--- src/rtl/crc_pkg.sv ---
// crc_pkg: shared CRC geometry, generator polynomial and checker states.
// Optional error counter width is present only with CRC_ERRCNT_EN.
package crc_pkg;

    localparam int CRC_N = 16;
    localparam int CRC_R = 7;
    localparam logic [CRC_R-1:0] CRC_DIV = 7'b1111011;

`ifdef CRC_ERRCNT_EN
    localparam int CRC_CNT_W = 8;
`endif

    localparam logic [1:0] ST_IDLE  = 2'd0;
    localparam logic [1:0] ST_SHIFT = 2'd1;
    localparam logic [1:0] ST_DONE  = 2'd2;

    typedef enum logic [1:0] {
        IDLE  = ST_IDLE,
        SHIFT = ST_SHIFT,
        DONE  = ST_DONE
    } crc_state_e;

endpackage

--- src/rtl/crc_check_if.sv ---
// crc_check_if: codeword in / result out valid-ready bundle.
// err_count exists only when CRC_ERRCNT_EN is defined.
interface crc_check_if
    import crc_pkg::*;
#(
    parameter int N = CRC_N,
    parameter int R = CRC_R
`ifdef CRC_ERRCNT_EN
    , parameter int CNT_W = CRC_CNT_W
`endif
);

    logic           in_valid;
    logic           in_ready;
    logic [N+R-2:0] in_data;
    logic           out_valid;
    logic           out_ready;
    logic [N-1:0]   out_msg;
    logic [R-2:0]   out_syn;
    logic           crc_err;
`ifdef CRC_ERRCNT_EN
    logic [CNT_W-1:0] err_count;
`endif

    modport master (
        output in_valid, in_data, out_ready,
        input  in_ready, out_valid, out_msg, out_syn, crc_err
`ifdef CRC_ERRCNT_EN
        , input err_count
`endif
    );

    modport slave (
        input  in_valid, in_data, out_ready,
        output in_ready, out_valid, out_msg, out_syn, crc_err
`ifdef CRC_ERRCNT_EN
        , output err_count
`endif
    );

endinterface

--- src/rtl/crc_div_step.sv ---
// crc_div_step: one bit of MSB-first polynomial division.
// Shifts bit_i into the remainder and reduces by DIV when the top bit is set.
module crc_div_step
    import crc_pkg::*;
#(
    parameter int R = CRC_R,
    parameter logic [R-1:0] DIV = CRC_DIV
) (
    input  logic [R-2:0] rem_i,
    input  logic         bit_i,
    output logic [R-2:0] rem_o
);

    logic [R-1:0] t;

    // Append the new bit, subtract the divisor if degree reaches R-1
    always_comb begin
        t = {rem_i, bit_i};
        if (t[R-1]) begin
            t = t ^ DIV;
        end
        rem_o = t[R-2:0];
    end

endmodule

--- src/rtl/crc_check.sv ---
// crc_check: bit-serial receive CRC checker, returns message, syndrome, error.
// Define CRC_ERRCNT_EN to add a saturating count of errored results.
module crc_check
    import crc_pkg::*;
#(
    parameter int N = CRC_N,
    parameter int R = CRC_R,
    parameter logic [R-1:0] DIV = CRC_DIV
`ifdef CRC_ERRCNT_EN
    , parameter int CNT_W = CRC_CNT_W
`endif
) (
    input logic        clk,
    input logic        rst,
    crc_check_if.slave bus
);

    localparam int W  = N + R - 1;
    localparam int CW = $clog2(W);
    localparam logic [CW-1:0] LAST = CW'(W - 1);

    crc_state_e    state_q, state_d;
    logic [W-1:0]  sr_q, sr_d;
    logic [N-1:0]  msg_q, msg_d;
    logic [R-2:0]  rem_q, rem_d;
    logic [R-2:0]  rem_nxt;
    logic [CW-1:0] cnt_q, cnt_d;
    logic [N-1:0]  out_msg_q, out_msg_d;
    logic [R-2:0]  out_syn_q, out_syn_d;
    logic          crc_err_q, crc_err_d;

    crc_div_step #(
        .R   (R),
        .DIV (DIV)
    ) u_step (
        .rem_i (rem_q),
        .bit_i (sr_q[W-1]),
        .rem_o (rem_nxt)
    );

    // Next-state: accept in IDLE, one division step per clk, hold in DONE
    always_comb begin
        state_d   = state_q;
        sr_d      = sr_q;
        msg_d     = msg_q;
        rem_d     = rem_q;
        cnt_d     = cnt_q;
        out_msg_d = out_msg_q;
        out_syn_d = out_syn_q;
        crc_err_d = crc_err_q;
        unique case (state_q)
            IDLE: begin
                if (bus.in_valid) begin
                    sr_d    = bus.in_data;
                    msg_d   = bus.in_data[W-1:R-1];
                    rem_d   = '0;
                    cnt_d   = '0;
                    state_d = SHIFT;
                end
            end
            SHIFT: begin
                rem_d = rem_nxt;
                sr_d  = sr_q << 1;
                if (cnt_q == LAST) begin
                    state_d   = DONE;
                    out_syn_d = rem_nxt;
                    crc_err_d = |rem_nxt;
                    out_msg_d = msg_q;
                end else begin
                    cnt_d = cnt_q + 1'b1;
                end
            end
            DONE: begin
                if (bus.out_ready) begin
                    state_d = IDLE;
                end
            end
            default: begin
                state_d = IDLE;
            end
        endcase
    end

    // State and datapath registers, synchronous reset
    always_ff @(posedge clk) begin
        if (rst) begin
            state_q   <= IDLE;
            sr_q      <= '0;
            msg_q     <= '0;
            rem_q     <= '0;
            cnt_q     <= '0;
            out_msg_q <= '0;
            out_syn_q <= '0;
            crc_err_q <= 1'b0;
        end else begin
            state_q   <= state_d;
            sr_q      <= sr_d;
            msg_q     <= msg_d;
            rem_q     <= rem_d;
            cnt_q     <= cnt_d;
            out_msg_q <= out_msg_d;
            out_syn_q <= out_syn_d;
            crc_err_q <= crc_err_d;
        end
    end

    assign bus.in_ready  = (state_q == IDLE);
    assign bus.out_valid = (state_q == DONE);
    assign bus.out_msg   = out_msg_q;
    assign bus.out_syn   = out_syn_q;
    assign bus.crc_err   = crc_err_q;

`ifdef CRC_ERRCNT_EN
    logic [CNT_W-1:0] err_cnt_q, err_cnt_d;

    // Count errored results as they are consumed, sticking at all-ones
    always_comb begin
        err_cnt_d = err_cnt_q;
        if ((state_q == DONE) && bus.out_ready && crc_err_q
            && (err_cnt_q != '1)) begin
            err_cnt_d = err_cnt_q + 1'b1;
        end
    end

    // Error counter register, cleared only by reset
    always_ff @(posedge clk) begin
        if (rst) begin
            err_cnt_q <= '0;
        end else begin
            err_cnt_q <= err_cnt_d;
        end
    end

    assign bus.err_count = err_cnt_q;
`endif

endmodule

--- src/flat_wrapper.sv ---
// flat-port wrapper written by rule: the top's interface ports become plain ports
module crc_check_flat import crc_pkg::*;
#(
    parameter int N = CRC_N,
    parameter int R = CRC_R,
    parameter logic [R-1:0] DIV = CRC_DIV

)
  (clk, rst, bus_in_valid, bus_in_data, bus_out_ready, bus_in_ready, bus_out_valid, bus_out_msg, bus_out_syn, bus_crc_err);
  crc_check_if #(.N(N), .R(R)) bus_i ();
  input logic clk;
  input logic rst;
  input wire logic [$bits(bus_i.in_valid)-1:0] bus_in_valid;
  input wire logic [$bits(bus_i.in_data)-1:0] bus_in_data;
  input wire logic [$bits(bus_i.out_ready)-1:0] bus_out_ready;
  output wire logic [$bits(bus_i.in_ready)-1:0] bus_in_ready;
  output wire logic [$bits(bus_i.out_valid)-1:0] bus_out_valid;
  output wire logic [$bits(bus_i.out_msg)-1:0] bus_out_msg;
  output wire logic [$bits(bus_i.out_syn)-1:0] bus_out_syn;
  output wire logic [$bits(bus_i.crc_err)-1:0] bus_crc_err;
  assign bus_i.in_valid = bus_in_valid;
  assign bus_i.in_data = bus_in_data;
  assign bus_i.out_ready = bus_out_ready;
  assign bus_in_ready = bus_i.in_ready;
  assign bus_out_valid = bus_i.out_valid;
  assign bus_out_msg = bus_i.out_msg;
  assign bus_out_syn = bus_i.out_syn;
  assign bus_crc_err = bus_i.crc_err;
  crc_check #(.N(N), .R(R), .DIV(DIV)) u_core (.clk(clk), .rst(rst), .bus(bus_i));
endmodule
--- config.mk ---
export PLATFORM = sky130hd
export DESIGN_NAME = crc_check_flat
export DESIGN_NICKNAME = d
export VERILOG_FILES = /design/src/rtl/crc_pkg.sv /design/src/rtl/crc_check_if.sv /design/src/rtl/crc_div_step.sv /design/src/rtl/crc_check.sv /design/src/flat_wrapper.sv
export SDC_FILE = /design/constraint.sdc
export NUM_CORES = 1
export LEC_CHECK = 0
export ABC_AREA = 0
export CAP_MARGIN = 30
export CELL_PAD_IN_SITES_DETAIL_PLACEMENT = 0
export CELL_PAD_IN_SITES_GLOBAL_PLACEMENT = 2
export CORE_MARGIN = 3
export CORE_UTILIZATION = 28
export DETAILED_ROUTE_END_ITERATION = 7
export PLACE_DENSITY_LB_ADDON = 0.12
export SYNTH_ARGS = -nofsm -noshare
export SYNTH_HDL_FRONTEND = slang
export SYNTH_SLANG_ARGS = --single-unit
--- constraint.sdc ---
create_clock -name clk -period 1.5 [get_ports clk]
set_clock_uncertainty 0.1 [all_clocks]
set_input_delay 0.375 -clock clk [delete_from_list [all_inputs] [get_ports clk]]
set_output_delay 0.375 -clock clk [all_outputs]
set_load 0.1 [all_outputs]
## Word-level counts from Yosys, hierarchy flattened

Cells that the tools add are included.

| word-level totals | value |
|---|---|
| output and inout bits | 25 |
| register bits | 74 |
| logic and storage cells | 37 |
| input port bits | 26 |

| cells by class | value |
|---|---|
| add/sub/neg operators | 1 |
| mux-type cells | 12 |
| eq/ne operators | 7 |
| bitwise logic cells | 1 |
| reduce and logical (&&, ||, !) cells | 8 |

Operators with widths:

| operator | number |
|---|---|
| 22-bit one-hot mux with 2 select lines | 1 |
| 22-bit 2-to-1 mux | 1 |
| 6-bit 2-to-1 mux | 2 |
| 6-bit one-hot mux with 2 select lines | 1 |
| 5-bit 2-to-1 mux | 2 |
| 5-bit one-hot mux with 2 select lines | 1 |
| 2-bit 2-to-1 mux | 3 |
| 2-bit inequality test (second input constant) | 3 |
| 2-bit one-hot mux with 3 select lines | 1 |
| 2-bit AND reduction | 3 |
| 3-bit AND reduction | 2 |
| 6-bit OR reduction | 1 |
| 5-bit by 1-bit adder with 5-bit output (second input constant) | 1 |
| 5-bit == test (second input constant) | 1 |
| 5-bit NOT | 1 |
| 2-bit by 1-bit == test with 1-bit output (second input constant) | 1 |
| 2-bit == test (second input constant) | 1 |
| 2-bit logical NOT | 1 |
| 2-bit by 1-bit inequality test with 1-bit output (second input constant) | 1 |
| 2-bit nonzero test | 1 |

## Logic depth before layout (Yosys ltp)

Gate-level depths: netlist (run 1).

| logic depth | value |
|---|---|
| depth after elaboration | 3 |
| depth in mapped cells | 7 |
| mapped depth without buffers | 5 |

## Cells and area by module

Synthesis (run 1) repeated with hierarchy kept, for this count alone.

| second synthesis, totals | value |
|---|---|
| cell total of the unflattened synthesis | 400 |
| area total of the unflattened synthesis | 3330.7 um2 |

Modules (own cells, without submodules):

| module | instances | cells an instance | sequential area each (um2) | area an instance (um2) |
|---|---|---|---|---|
| crc_check | 1 | 393 | 1481.4 | 3268.1 |
| crc_div_step | 1 | 7 | 0.0 | 62.6 |

## Least setup slack after synthesis (run 1)

OpenSTA, ideal clock, no wires.

| timing | value |
|---|---|
| kind | flip-flop to output port |
| start | register u_core.state_q[1] |
| end | output port bus_out_valid |
| setup slack | -0.783 ns |
| cell stages (with the launch flop) | 2 |
| arrival | 1.808 ns |
| cells stage by stage | dfxtp_1 -> nor2b_1 |

| on the way | value |
|---|---|
| cells in the longest elaborated chain, start to end | 1 |

RTL lines:

| element | RTL line | RTL |
|---|---|---|
| start, declared | crc_check.sv:22 | `crc_state_e state_q, state_d;` |
| start signal, assigned | crc_check.sv:96 | `state_q <= state_d;` |
| 2-bit == test | crc_check.sv:108 | `assign bus.out_valid = (state_q == DONE);` |
| end, declared | flat_wrapper.sv:17 | `output wire logic [$bits(bus_i.out_valid)-1:0] bus_out_valid;` |

Every way passes these cells.

## Worst setup path in the final report (run 1)

Same ends and word-level chain as after synthesis.

==> results of run 1 <==
-- sequential cells by signal, summed over array words and instances, names as in the netlist --
| signal | flops |
|---|---|
| u_core.cnt_q | 5 |
| u_core.bus.out_syn | 6 |
| u_core.bus.out_msg | 16 |
| u_core.bus.crc_err | 1 |
| u_core.msg_q | 16 |
| u_core.rem_q | 6 |
| u_core.sr_q | 22 |
| u_core.state_q | 2 |
-- cells in the mapped netlist (2+ instances only) --
cell,count
o21ai_0,17
a31oi_1,17
nand2_1,71
dfxtp_1,74
nand3_1,27
o211ai_1,3
nor2_1,7
nor3_1,8
a21oi_1,53
a2111oi_1,2
or3_1,4
nor2b_1,2
a211oi_1,2
xor2_1,4
buf_6,2
ha_1,2
o221a_1,3
buf_2,16
inv_1,5
nor3b_1,2
clkbuf_1,12
-- per-layer routing --
layer | share of wire (%) | global-route usage (%) | vias to the layer above
met5 | 0 | 0 | -
met1 | 49 | 20.5 | 1256
li1 | - | - | 1383
met2 | 47 | 22.9 | 36
met3 | 3.1 | 3.04 | 11
met4 | 1.4 | 5.50 | 0
-- worst max-delay path: stages (launching register included) --
cell and delay, ps:
dfxtp_4 360, buf_6 100, nor2b_4 150, buf_12 180
-- worst max-delay path by stage --
stage          slack, ps  cells past startpoint              to
3_3_place_gp        -390                      4  u_core.sr_q[2]
2_1_floorplan        -30                      1   bus_out_valid
5_1_grt             -150                      3   bus_out_valid
6_report            -110                      3   bus_out_valid
4_1_cts             -140                      3   bus_out_valid
3_5_place_dp        -390                      4  u_core.sr_q[4]
-- repair_timing --
| action | in CTS | in global routing |
|---|---|---|
| hold buffers | 0 | 0 |
| endpoints found under the setup margin | 10 | 75 |
| buffers inserted | 4 | 4 |
| cloned | 3 | 1 |
| pin swaps | 4 | 11 |
| resized for setup | 17 | 40 |
-- cells by family (layout without fill, tap and decap cells) --
| kind of cell | Yosys count | after routing | share of synthesized area, % |
|---|---|---|---|
| AND/OR/NAND/NOR | 130 | 130 | 20.5 |
| AO/OA/AOI/OAI | 102 | 102 | 20.3 |
| flip-flops | 74 | 74 | 50.3 |
| buffers and inverters | 36 | 116 | 5.90 |
| XOR/XNOR | 5 | 5 | 1.49 |
| adder cells (fa/ha/maj) | 2 | 2 | 0.849 |
| multiplexers | 2 | 2 | 0.722 |
-- layout make-up --
cell class,instances,area [um2],share of cell area (%)
Sequential cell,74,1490,32.2
Multi-Input combinational cell,241,1410,30.5
Timing Repair Buffer,95,1300,28.0
Tap cell,133,166,3.60
Clock buffer,12,145,3.14
Clock inverter,4,98.8,2.14
Inverter,5,18.8,0.406
-- metrics by stage --
stage	power [mW]	setup WS, ps	hold WS [ps]
floorplan	2.38	-28.5	337
global placement	2.59	-388	344
detailed placement	2.59	-393	347
CTS	4.59	-136	235
global route	4.81	-148	256
finish	4.60	-106	250
-- where the power goes --
part	internal (mW)	switching, mW	total (mW)
clock	1.16	0.757	1.91
combinational	0.307	0.298	0.605
sequential	2.04	0.0407	2.08
total	3.50	1.10	4.60
==> results.md, run 1 <==
* Non-Filler Instances at about 560
* Largest net degree at the start of global routing at 29
* Area delta synth->final at 57.0%
* Commonest non-fill, non-tap cell in the layout: dfxtp_1
* GRT Residual Overflow at 0
* Critical path class: reg -> out
* Worst Hold End: u_core.cnt_q[1]
* # setup viols final at 14
* Dominant cell type by area after synthesis: dfxtp_1
* CP max FO at 3
* IO buf count at 50
* Remaining DRCs at 0
* YS warnings at 0
* Top cell type's share of synthesized area at 50.3%
* Row count at 36
* Synth Cell Area at 2950 um2
* CP Capture Type: output pin
* Maximum clock insertion buffer count at 2
* Worst Tran Pin Value at approximately 320 ps
* Core area at 10000 um2
* Seq/Total Area, Yosys at 50.3%
* Final RePlAce weighted congestion at roughly 0.73
* Worst R2R Start: u_core.state_q[1]
* Cell count after synthesis at 351
* RSZ-0062 raised after global routing: yes
* #FFs+latches synth at 74
* CTS H-tree depth at 3
* Drt wl/cell at around 15 um
* R2R depth at 4
* Post-synth EDFFs at 0
* CTS tree: yes
* Antenna Nets Post-Route at 0
* Critical R2R Capture: u_core.sr_q[5]
* Via count at 2686
* Max-slew violation count at 0
* Total placed cells including tap cells at 536
* Ratio of cells with drive above 1 in the final layout at approximately 28%
* Ant. Diodes at 0
* Hold path depth at 2
* Fin worst setup slack at -106 ps
* Setup TNS at -395 ps
* Most frequent cells in the layout: dfxtp_1, nand2_1, a21oi_1
* IR drop worst, VDD at between 400 and 500 uV
* Clock transition at path regs at 80 ps
* FILL cells at around 1000
* Hold_sp: rst
* Util after Layout at 46.3%
* Minimum clock period at about 1600 ps
* First-pass GRT wire length at 13700 um
* Ys async rst share at 0%
* Max-cap viol count at 0
* Clock root cell: clkbuf_8
* Initial DRT Pass Iterations at 4
* Full die area at approximately 12000 um2
* Startpoint types: flop
* Post-DR vias/cell at between 4 and 5
* Initial antenna violation count at 0
* HPWL Detailed at 5380 um
* Avg Cell Area, Syn at 8.39 um2
* Vias in the first global route at 2681
* Die W at 109 um
* Violated checks: setup timing
* Global Route Usage Sum at 14.9%
* Initial core utilization at between 20% and 30%
* Drt initial violations at 91
* Reg2Reg Setup Slack at -50 ps
* IO Pins at 51
* Leakage at roughly 1.7 nW
* Top_reg_cell synth: dfxtp_1
* Area of placed instances at ~4000 um2
* DRT Wirelength at 8330 um
* Final period util at 107%
* Die H at 109 um
* Top achievable clock speed at 623 MHz
* Hold Crit Class: in -> reg
* Top post-synthesis cells by area: dfxtp_1, nand2_1, a21oi_1, nand3_1, a31oi_1
* Hold Vio Cnt, Final at 0
* Arr. time, crit path at 1130 ps
* Power per cell area at 994 nW/um2
* Status: finished, violations left
* Clock Latency Late Sink at 340 ps
* Clk sink count at 74
* Slew headroom at 78.6%
* Post-Synthesis Net Count at 379
* Final #Nets at 454
* Fin area at between 4000 and 5000 um2
* Synth cell types at 39
* Num CTS Buffers at 9
* Required @ worst endpoint at 1020 ps
* CP startpoint: u_core.state_q[1]
No activity file was read; power rests on OpenSTA's default activity.
==> run 2, diff against run 1 <==
- CORE_UTILIZATION: 28 -> 29
- SYNTH_HIERARCHICAL: default -> 1
==> run 2 against run 1 <==
The flow still finishes with violations (setup timing); routed wire length is 18% higher; utilization grew 2.0 points; clock power up 29%; largest cell class is now multi-input combinational cells; non-clock buffer count up 23; count of clock-buffer cells in the layout fell by 2; setup slack lost 37 ps; critical endpoint is now bus_in_ready; combinational power grew 28%; largest power group is now the clock network; flip-flop and latch count unchanged; power increased by 16%; fmax fell by 2.3%; via count grew 14%; hold slack improved by 110 ps.
==> results.md, run 2 <==
* Multiplexer share of the synthesized area at 0.338% (was 0.722%)
* CP startpoint: u_core/state_q[1] (was u_core.state_q[1])
* Num CTS Buffers at 9 (unchanged)
* Fin worst setup slack at -143 ps (was -106 ps)
* Worst Tran Pin Value at 356 ps (was 321 ps)
* Minimum clock period at 1640 ps (was 1610 ps)
* Non-Filler Instances at 634 (was 564)
* Buf/Inv on CP at 3 (was 2)
* Startpoint types: flop (unchanged)
* Met3 Use GR at 3.10% (was 3.04%)
* Most used routing layer: met2 (unchanged)
* Full die area at 12800 um2 (was 11800 um2)
* Reg2Reg Setup Slack at -60 ps (was -50 ps)
* Top achievable clock speed at 609 MHz (was 623 MHz)
* CTS H-tree depth at 3 (unchanged)
* Post-synth EDFFs at 0 (unchanged)
* Initial antenna violation count at 0 (unchanged)
* Hold Crit Class: reg -> reg (was in -> reg)
* Clock Latency Late Sink at 330 ps (was 340 ps)
* Final hold slack at 357 ps (was 250 ps)
* GRT Residual Overflow at 0 (unchanged)
* Largest family of logic cells by synthesized area: simple AND/OR/NAND/NOR gates (unchanged)
* Vias in the first global route at 2929 (was 2681)
* Hold_sp: u_core/msg_q[15] (was rst)
* IO Pins at 51 (unchanged)
* Antenna Nets Post-Route at 0 (unchanged)
* Worst path cell trace: buf_6, buf_6, nor2_4, buf_12 (was buf_6, nor2b_4, buf_12)
* YS warnings at 6 (was 0)
* Largest register FFs at 22 (unchanged)
* Violated checks: setup timing (unchanged)
* Critical path class: reg -> out (unchanged)
* Met1 Usage GRT at 20.2% (was 20.5%)
* Hold Vio Cnt, Final at 0 (unchanged)
* Top_reg_cell synth: dfxtp_1 (unchanged)
* Top post-synthesis cells by area: dfxtp_1, a21oi_1, or3b_1, nand2_1, nand3_1 (was dfxtp_1, nand2_1, a21oi_1, nand3_1, a31oi_1)
* R2R depth at 5 (was 4)
* Slowest cell on the critical path: dfxtp_4 (unchanged)
* Synth Cell Area at 3330 um2 (was 2950 um2)
* Total placed cells including tap cells at 601 (was 536)
* Seq/Total Area, Yosys at 44.5% (was 50.3%)
* Hold path depth at 2 (unchanged)
* Initial DRT Pass Iterations at 4 (unchanged)
* Hold-fix buffers, CTS at 0 (unchanged)
* Biggest register: u_core/sr_q (was u_core.sr_q)
* Post-Synthesis Net Count at 428 (was 379)
* Arr. time, crit path at 1170 ps (was 1130 ps)
* Worst R2R Start: u_core/state_q[0] (was u_core.state_q[1])
* Ant. Diodes at 0 (unchanged)
* Ys async rst share at 0% (unchanged)
* Critical R2R Capture: u_core/cnt_q[4] (was u_core.sr_q[5])
* Ratio of cells with drive above 1 in the final layout at 37.2% (was 27.6%)
* First-pass GRT wire length at 15300 um (was 13700 um)
* CP max FO at 2 (was 3)
* Via count at 3051 (was 2686)
* Status: finished, violations left (unchanged)
* Required @ worst endpoint at 1020 ps (about the same)
* Post-DR vias/cell at 4.81 (was 4.76)
* CTS tree: yes (unchanged)
* Final #Nets at 518 (was 454)
* Synth cell types at 41 (was 39)
* Dominant cell type by area after synthesis: dfxtp_1 (unchanged)
* Synth Area in XOR/XNOR at 1.31% (was 1.49%)
* Row count at 38 (was 36)
* Synthesized-area fraction occupied by and/or/nand/nor cells at 29.1% (was 20.5%)
* DRT Wirelength at 9850 um (was 8330 um)
* Worst Hold End: u_core/msg_q[15] (was u_core.cnt_q[1])
* Max-cap viol count at 0 (unchanged)
* Leakage at 2.01 nW (was 1.68 nW)
* Area of all sequential standard cells at 1490 um2 (about the same)
* Final RePlAce weighted congestion at 0.736 (was 0.731)
* Met2 Track Usage GR at 24.5% (was 22.9%)
* Power per cell area at 1010 nW/um2 (was 994 nW/um2)
* #FFs+latches synth at 74 (unchanged)
* Util after Layout at 48.2% (was 46.3%)
* Max-slew violation count at 0 (unchanged)
* FILL cells at 1084 (was 1003)
* Remaining DRCs at 0 (unchanged)
* Clk sink count at 74 (unchanged)
* Largest net degree at the start of global routing at 28 (was 29)
* Maximum clock insertion buffer count at 2 (unchanged)
* Core area at 11000 um2 (was 10000 um2)
* Compound-Gate Fraction of Synth Area at 16.3% (was 20.3%)
* Count leader, synth: dfxtp_1 (unchanged)
* Commonest non-fill, non-tap cell in the layout: dfxtp_1 (unchanged)
* Area of the multi-input gates at 1840 um2 (was 1410 um2)
* Clock root cell: clkbuf_16 (was clkbuf_8)
* Clock transition at path regs at 50 ps (was 80 ps)
* # setup viols final at 30 (was 14)
* Initial core utilization at 30.2% (was 29.5%)
* CP max stage delay at 350 ps (was 360 ps)
* IR drop worst, VDD at 598 uV (was 494 uV)
* IO buf count at 50 (unchanged)
* Avg Cell Area, Syn at 8.33 um2 (was 8.39 um2)
* Drt initial violations at 125 (was 91)
* Die W at 113 um (was 109 um)
* Slew headroom at 76.2% (was 78.6%)
* Most common cell on crit path: buf_6
* Cell count after synthesis at 400 (was 351)
* Post-synth top cells: dfxtp_1, a21oi_1, nand2_1 (was dfxtp_1, nand2_1, a21oi_1)
* Die H at 113 um (was 109 um)
* HPWL Detailed at 6130 um (was 5380 um)
* Top delay family on crit path: buffers and inverters (was flip-flops)
* CP Capture Type: output pin (unchanged)
* Drt wl/cell at 15.5 um (was 14.8 um)
* Global Route Usage Sum at 15.0% (was 14.9%)
* Final period util at 110% (was 107%)
* Post-Synth Adder-Cell Area at 0.751% (was 0.849%)
* Most frequent cells in the layout: dfxtp_1, a21oi_1, buf_4 (was dfxtp_1, nand2_1, a21oi_1)
* Top cell type's share of synthesized area at 44.5% (was 50.3%)
* Area delta synth->final at 59.7% (was 57.0%)
* RSZ-0062 raised after global routing: yes (unchanged)
## run 2: layout make-up
class                   instances  share of cell area (%)
clock buffers                  10                    4.49
clock inverters                 5                    1.93
flip-flops and latches         74                    28.0
multi-input cells             285                    34.5
repair buffers                118                    27.6
well taps                     140                    3.29
inverters                       2                   0.141
## run 2: worst register-to-register path, delay by kind of cell, from the launching register on
family	cells	cell delay, ps
flops	1	370
compound gates	2	180
buf+inv	2	330
simple gates	1	480
## run 2: metrics by stage
stage | area [um2] | total power, mW | TNS [ps] | setup WS, ps
after detailed placement | 4440 | 2.75 | -19690 | -454
final | 5320 | 5.35 | -1240 | -143
after floorplan | 3370 | 2.53 | -141 | -50.7
after global routing | 5320 | 5.56 | -2500 | -184
after global placement | 4440 | 2.75 | -18300 | -445
after CTS | 4970 | 5.30 | -339 | -178
## run 2: routing by layer
layer | wire length (um) | part of all wire [%]
met1 | 4640 | 47
met2 | 4730 | 48
met3 | 347 | 3.5
met4 | 131 | 1.3
met5 | 0 | 0
## run 2: power by group
part	switching (mW)	internal, mW
Combinational	0.376	0.398
Clock	0.811	1.66
Sequential	0.0498	2.06
Total	1.24	4.11
## run 2: worst max path at each step
| stage | slack (ps) | cells after the start | end |
|---|---|---|---|
| finish | -140 | 4 | bus_in_ready |
| floorplan | -50 | 3 | bus_out_valid |
| global route | -180 | 4 | bus_in_ready |
| detailed placement | -450 | 5 | u_core/sr_q[1] |
| CTS | -180 | 4 | bus_in_ready |
| global placement | -440 | 5 | u_core/sr_q[21] |
## run 2: cells by family after synthesis
logic type	after synthesis
AOI/OAI and AO/OA	100
xor gates and xnor gates	5
adders and majority gates	2
buffers and inverters	41
DFF	74
muxes	1
and+or+nand+nor	177
## run 2: timing repair
action	in CTS	in global routing
endpoints found under the setup margin	52	64
pin swaps	6	19
gates resized for setup	28	73
gates cloned	3	7
buffers inserted	4	5
